[config.mk]
export PLATFORM = sky130hd
export DESIGN_NAME = decoder_nx2n_seq
export DESIGN_NICKNAME = d
export VERILOG_FILES = /design/src/rtl/decoder_nx2n_seq.sv
export SDC_FILE = /design/constraint.sdc
export NUM_CORES = 1
export LEC_CHECK = 0
export CAP_MARGIN = 10
export CORE_AREA = 2 2 75 56
export CTS_CLUSTER_SIZE = 40
export DETAILED_ROUTE_END_ITERATION = 7
export DIE_AREA = 0 0 77 58
export GPL_TIMING_DRIVEN = 1
export SYNTH_ARGS = -nofsm -noshare
export SYNTH_HDL_FRONTEND = slang
export SYNTH_SLANG_ARGS = --single-unit
[constraint.sdc]
create_clock -name clk -period 2 [get_ports clk]
set_clock_uncertainty 0.1 [all_clocks]
set_input_delay 0.5 -clock clk [delete_from_list [all_inputs] [get_ports clk]]
set_output_delay 0.5 -clock clk [all_outputs]
set_load 0.01 [all_outputs]
[src/rtl/decoder_nx2n_seq.sv]
// decoder_nx2n_seq
//   Registered N-to-2^N one-hot strobe generator with a valid/ready load port.
//   Modes (sampled on acceptance): LEVEL holds the one-hot value until replaced,
//   PULSE holds it for HOLD_CYCLES cycles, SWEEP walks the hot bit upward from
//   sel to the top output, HOLD_CYCLES cycles per position.
// Ports:
//   clk, rst       rising-edge clock, synchronous active-high reset
//   in_valid       request strobe
//   in_ready       request can be accepted this cycle (combinational)
//   sel            binary select, sampled on acceptance
//   mode           00 LEVEL, 01 PULSE, 10 SWEEP, 11 treated as LEVEL
//   clear          synchronous abort to all-zero output and IDLE
//   out            registered one-hot (or all-zero) output
//   busy           high while a PULSE or SWEEP is running
//   done           one-cycle pulse on normal PULSE/SWEEP completion
module decoder_nx2n_seq #(
   parameter int unsigned N_SEL       = 3,
   parameter int unsigned HOLD_CYCLES = 2
) (
   input  logic                    clk,
   input  logic                    rst,
   input  logic                    in_valid,
   output logic                    in_ready,
   input  logic [N_SEL-1:0]        sel,
   input  logic [1:0]              mode,
   input  logic                    clear,
   output logic [(1<<N_SEL)-1:0]   out,
   output logic                    busy,
   output logic                    done
);

   localparam int unsigned        OUT_W       = 1 << N_SEL;
   localparam logic [7:0]         HOLD_RELOAD = 8'(HOLD_CYCLES - 1);
   localparam logic [N_SEL-1:0]   IDX_MAX     = '1;

   typedef enum logic {
      ST_IDLE,
      ST_ACTIVE
   } state_e;

   typedef enum logic [1:0] {
      MODE_LEVEL = 2'b00,
      MODE_PULSE = 2'b01,
      MODE_SWEEP = 2'b10,
      MODE_RSVD  = 2'b11
   } mode_e;

   state_e             state_q, state_d;
   logic [OUT_W-1:0]   out_q,   out_d;
   logic [7:0]         cnt_q,   cnt_d;
   logic [N_SEL-1:0]   idx_q,   idx_d;
   logic               sweep_q, sweep_d;
   logic               busy_q,  busy_d;
   logic               done_q,  done_d;

   logic               accept;
   logic [OUT_W-1:0]   sel_onehot;
   mode_e              mode_in;

   always_comb begin
      in_ready = (state_q == ST_IDLE) && !clear && !rst;
      accept   = in_valid && in_ready;
      mode_in  = mode_e'(mode);
   end

   always_comb begin
      sel_onehot      = '0;
      sel_onehot[sel] = 1'b1;
   end

   always_comb begin
      state_d = state_q;
      out_d   = out_q;
      cnt_d   = cnt_q;
      idx_d   = idx_q;
      sweep_d = sweep_q;
      busy_d  = busy_q;
      done_d  = 1'b0;

      if (clear) begin
         state_d = ST_IDLE;
         out_d   = '0;
         cnt_d   = '0;
         idx_d   = '0;
         sweep_d = 1'b0;
         busy_d  = 1'b0;
      end else begin
         case (state_q)
            ST_IDLE: begin
               // done_q may be high here; accepting now gives back-to-back operation
               if (accept) begin
                  out_d = sel_onehot;
                  idx_d = sel;
                  case (mode_in)
                     MODE_PULSE, MODE_SWEEP: begin
                        state_d = ST_ACTIVE;
                        cnt_d   = HOLD_RELOAD;
                        sweep_d = (mode_in == MODE_SWEEP);
                        busy_d  = 1'b1;
                     end
                     default: begin
                        sweep_d = 1'b0;
                     end
                  endcase
               end
            end
            ST_ACTIVE: begin
               if (cnt_q != 8'd0) begin
                  cnt_d = cnt_q - 8'd1;
               end else if (sweep_q && (idx_q != IDX_MAX)) begin
                  idx_d = idx_q + 1'b1;
                  out_d = {out_q[OUT_W-2:0], 1'b0};
                  cnt_d = HOLD_RELOAD;
               end else begin
                  state_d = ST_IDLE;
                  out_d   = '0;
                  busy_d  = 1'b0;
                  done_d  = 1'b1;
               end
            end
            default: begin
               state_d = ST_IDLE;
            end
         endcase
      end
   end

   always_ff @(posedge clk) begin
      if (rst) begin
         state_q <= ST_IDLE;
         out_q   <= '0;
         cnt_q   <= '0;
         idx_q   <= '0;
         sweep_q <= 1'b0;
         busy_q  <= 1'b0;
         done_q  <= 1'b0;
      end else begin
         state_q <= state_d;
         out_q   <= out_d;
         cnt_q   <= cnt_d;
         idx_q   <= idx_d;
         sweep_q <= sweep_d;
         busy_q  <= busy_d;
         done_q  <= done_d;
      end
   end

   always_comb begin
      out  = out_q;
      busy = busy_q;
      done = done_q;
   end

endmodule

==> results.yml <==
placed_design:
  dpl_worst_slack_ns: -0.5253
  dp_hpwl_um: 2192
  place_inst: 213
  io_buffers: 19
  gp_congestion: 0.7685
synth:
  synth-seq-area-share_pct: 36.62
  synth_top_family_by_area: "simple AND/OR/NAND/NOR gates"
  syn-num-nets: 147
  synthSimpleGateAreaFrac_pct: 24.18
  muxShareOfSynthArea_pct: 4.080
  syn_inst: 133
  synthAdderAreaFrac_pct: 4.975
  yosys-top-cells-area: "dfxtp_1 37%, nor2_1 5.7%, ha_1 5.0%, a211oi_1 4.2%, mux2i_1 3.2%"
  ys_warn_count: 0
  avgSynthCellArea_um2: 9.455
  synth_area_leader_cell: "dfxtp_1"
  ys_ff_latch: 23
  synth_cell_type_count: 43
  synthXorXnorAreaFrac_pct: 2.090
  synth_compound_area_share_pct: 21.59
  syn-cell-area_um2: 1257
  synth_top_area_share_pct: 36.62
cts:
  clk_latency_ns: 0.26
  cts_tree: "built"
  clk_path_buf_depth: 2
  root_buffer: "clkbuf_8"
  path_clk_slew_ns: 0.08
  cts_buffers: 3
  cts_sinks: 23
  htreeDepth: 1
  cts_hold_buf: 0
power:
  power.total_uw: 930.8
  p_leak_nw: 0.6911
  swShare_pct: 25.14
  switching_power_uw: 234.0
  p_clk_share_pct: 31.1
  seq_power_share_pct: 51.2
  pwr-share-comb_pct: 17.7
  powerDensity_nw_per_um2: 542.2
  p_int_uw: 696.8
  ir_drop_mv: 0.2316
cells_and_area:
  nets: 183
  n_fill_cell: 388
  drive_gt1_share_pct: 25.60
  regArea_um2: 460.4
  area_growth_syn_to_layout_pct: 36.52
  fin_util_pct: 45.70
  diodes: 0
  layout_common_cells: "23 x dfxtp_1, 17 x nor2_1, 17 x buf_4"
  multi_input_area_um2: 787.0
  final_common_cell: "dfxtp_1"
  finalNonFillerCells: 220
global_routing:
  overflow: 0
  antenna_found_initial: 0
  grt_max_degree: 18
  grt_pass1_wl_um: 4823
  grt_usage_pct: 14.01
  grt_pass1_vias: 1021
detailed_routing:
  drt_iter0_drc: 58
  wl_um: 3008
  wl_per_cell_um: 13.67
  vias_per_cell: 5.050
  firstDrtPassIters: 4
  ant_nets: 0
  drc: 0
  num_vias: 1111
critical_path:
  r2r_start: "idx_q[0]"
  critPathCapture: "cnt_q[2]"
  critPathMaxFanout: 6
  path_class: "in -> reg"
  reg2reg_to: "cnt_q[2]"
  reg2reg_depth: 6
  arrival_ns: 2.05
  reg2reg_slack_ns: 0.10
  crit_required_ns: 2.06
  crit_start: "mode[1]"
  end_kind: "register"
  critPathLaunchType: "primary input"
floorplan:
  start_util_pct: 33.48
  ios: 20
  die_x_um: 77
  die_area_um2: 4466
  num_rows: 19
  die_h_um: 58
  core-area_um2: 3756
timing:
  rsz0062_at_grt: "yes"
  layout_setup_ws_ns: 0.009523
  period_share_pct: 99.52
  drv_slew: 0
  worst_pin_slew_ns: 0.4945
  setup_tns_ns: 0
  max_freq_mhz: 502.4
  setup-violations-final: 0
  slew_headroom_pct: 66.93
  hold_violations: 0
  min_period_ns: 1.990
run_status:
  status: "finished clean"
worst_hold_path:
  hp-class: "reg -> reg"
flow_run:
  cap_violations: 0
-- Yosys cell counts, drive strengths merged --
library cell,n
nor2b,2
nor2,19
a21o,2
a22oi,5
xnor2,2
and2b,1
o211ai,1
xor2,1
and3,3
a211o,3
dfxtp,23
o21ai,1
a211oi,7
nor4b,2
a21bo,1
mux2i,4
or4,1
nand3b,2
a31o,1
nand3,4
or3b,3
nand2,4
or2,1
buf,4
a32oi,2
a21oi,3
nor3b,2
nor4,2
clkbuf,2
ha,5
nor3,4
and3b,1
a22o,2
o31ai,2
mux2,1
a31oi,5
a311oi,1
inv,4
-- power by group through the flow --
stage | combinational (mW) | clock, mW | sequential (mW)
global placement | 0.141 | 0 | 0.486
global route | 0.178 | 0.328 | 0.478
finish | 0.165 | 0.290 | 0.476
floorplan | 0.0803 | 0 | 0.486
CTS | 0.156 | 0.303 | 0.476
detailed placement | 0.143 | 0 | 0.486
-- repair_timing --
| action | 4_1_cts | 5_1_grt |
|---|---|---|
| hold endpoints to repair | 0 | 0 |
| gates resized for setup | 16 | 5 |
| setup buffers | 1 | 2 |
| pin swaps | 5 | 1 |
| setup endpoints to repair | 15 | 15 |
-- critical path: stages --
cell	delay, ns
clkdlybuf4s50_1	0.52
ha_4	0.22
or3b_4	0.37
nand2_2	0.09
nor2_4	0.06
a211o_1	0.29
-- per-stage QoR --
step / area (um^2) / hold WS [ns]
after floorplan: 1257 / 0.3503
after global placement: 1572 / 0.3663
after detailed placement: 1572 / 0.3721
after CTS: 1673 / 0.3827
after global routing: 1717 / 0.3975
final: 1717 / 0.3777
-- worst min path at each step --
stage	from	endpoint	depth (start not counted)
2_1_floorplan	idx_q[1]	idx_q[1]	2
3_3_place_gp	idx_q[1]	idx_q[1]	2
3_5_place_dp	idx_q[1]	idx_q[1]	2
4_1_cts	idx_q[1]	idx_q[1]	2
5_1_grt	idx_q[1]	idx_q[1]	2
6_report	idx_q[1]	idx_q[1]	2
-- routing by layer --
layer	global-route usage (%)	part of all wire, %
met1	18.18	51
met2	23.31	45
met3	3.427	3.2
met4	4.592	1.1
met5	0	0
-- sequential cells by signal (all words and copies together), names as in the netlist --
register / cells
cnt_q: 8
out: 8
idx_q: 3
busy: 1
done: 1
state_q: 1
sweep_q: 1
-- logic make-up after synthesis --
logic type | after synthesis
and+or+nand+nor | 51
xor gates and xnor gates | 3
AOI/OAI and AO/OA | 36
buffers and inverters | 10
muxes | 5
DFF | 23
adders and majority gates | 5
-- area by class of cell --
type / count / share of cell area, %
repair buffers: 37 / 20.04
clock buffers: 4 / 2.624
inverters: 4 / 0.8746
flip-flops and latches: 23 / 26.82
well taps: 52 / 3.790
multi-input cells: 100 / 45.85
Note: power is estimated with default switching activity, not from simulation.
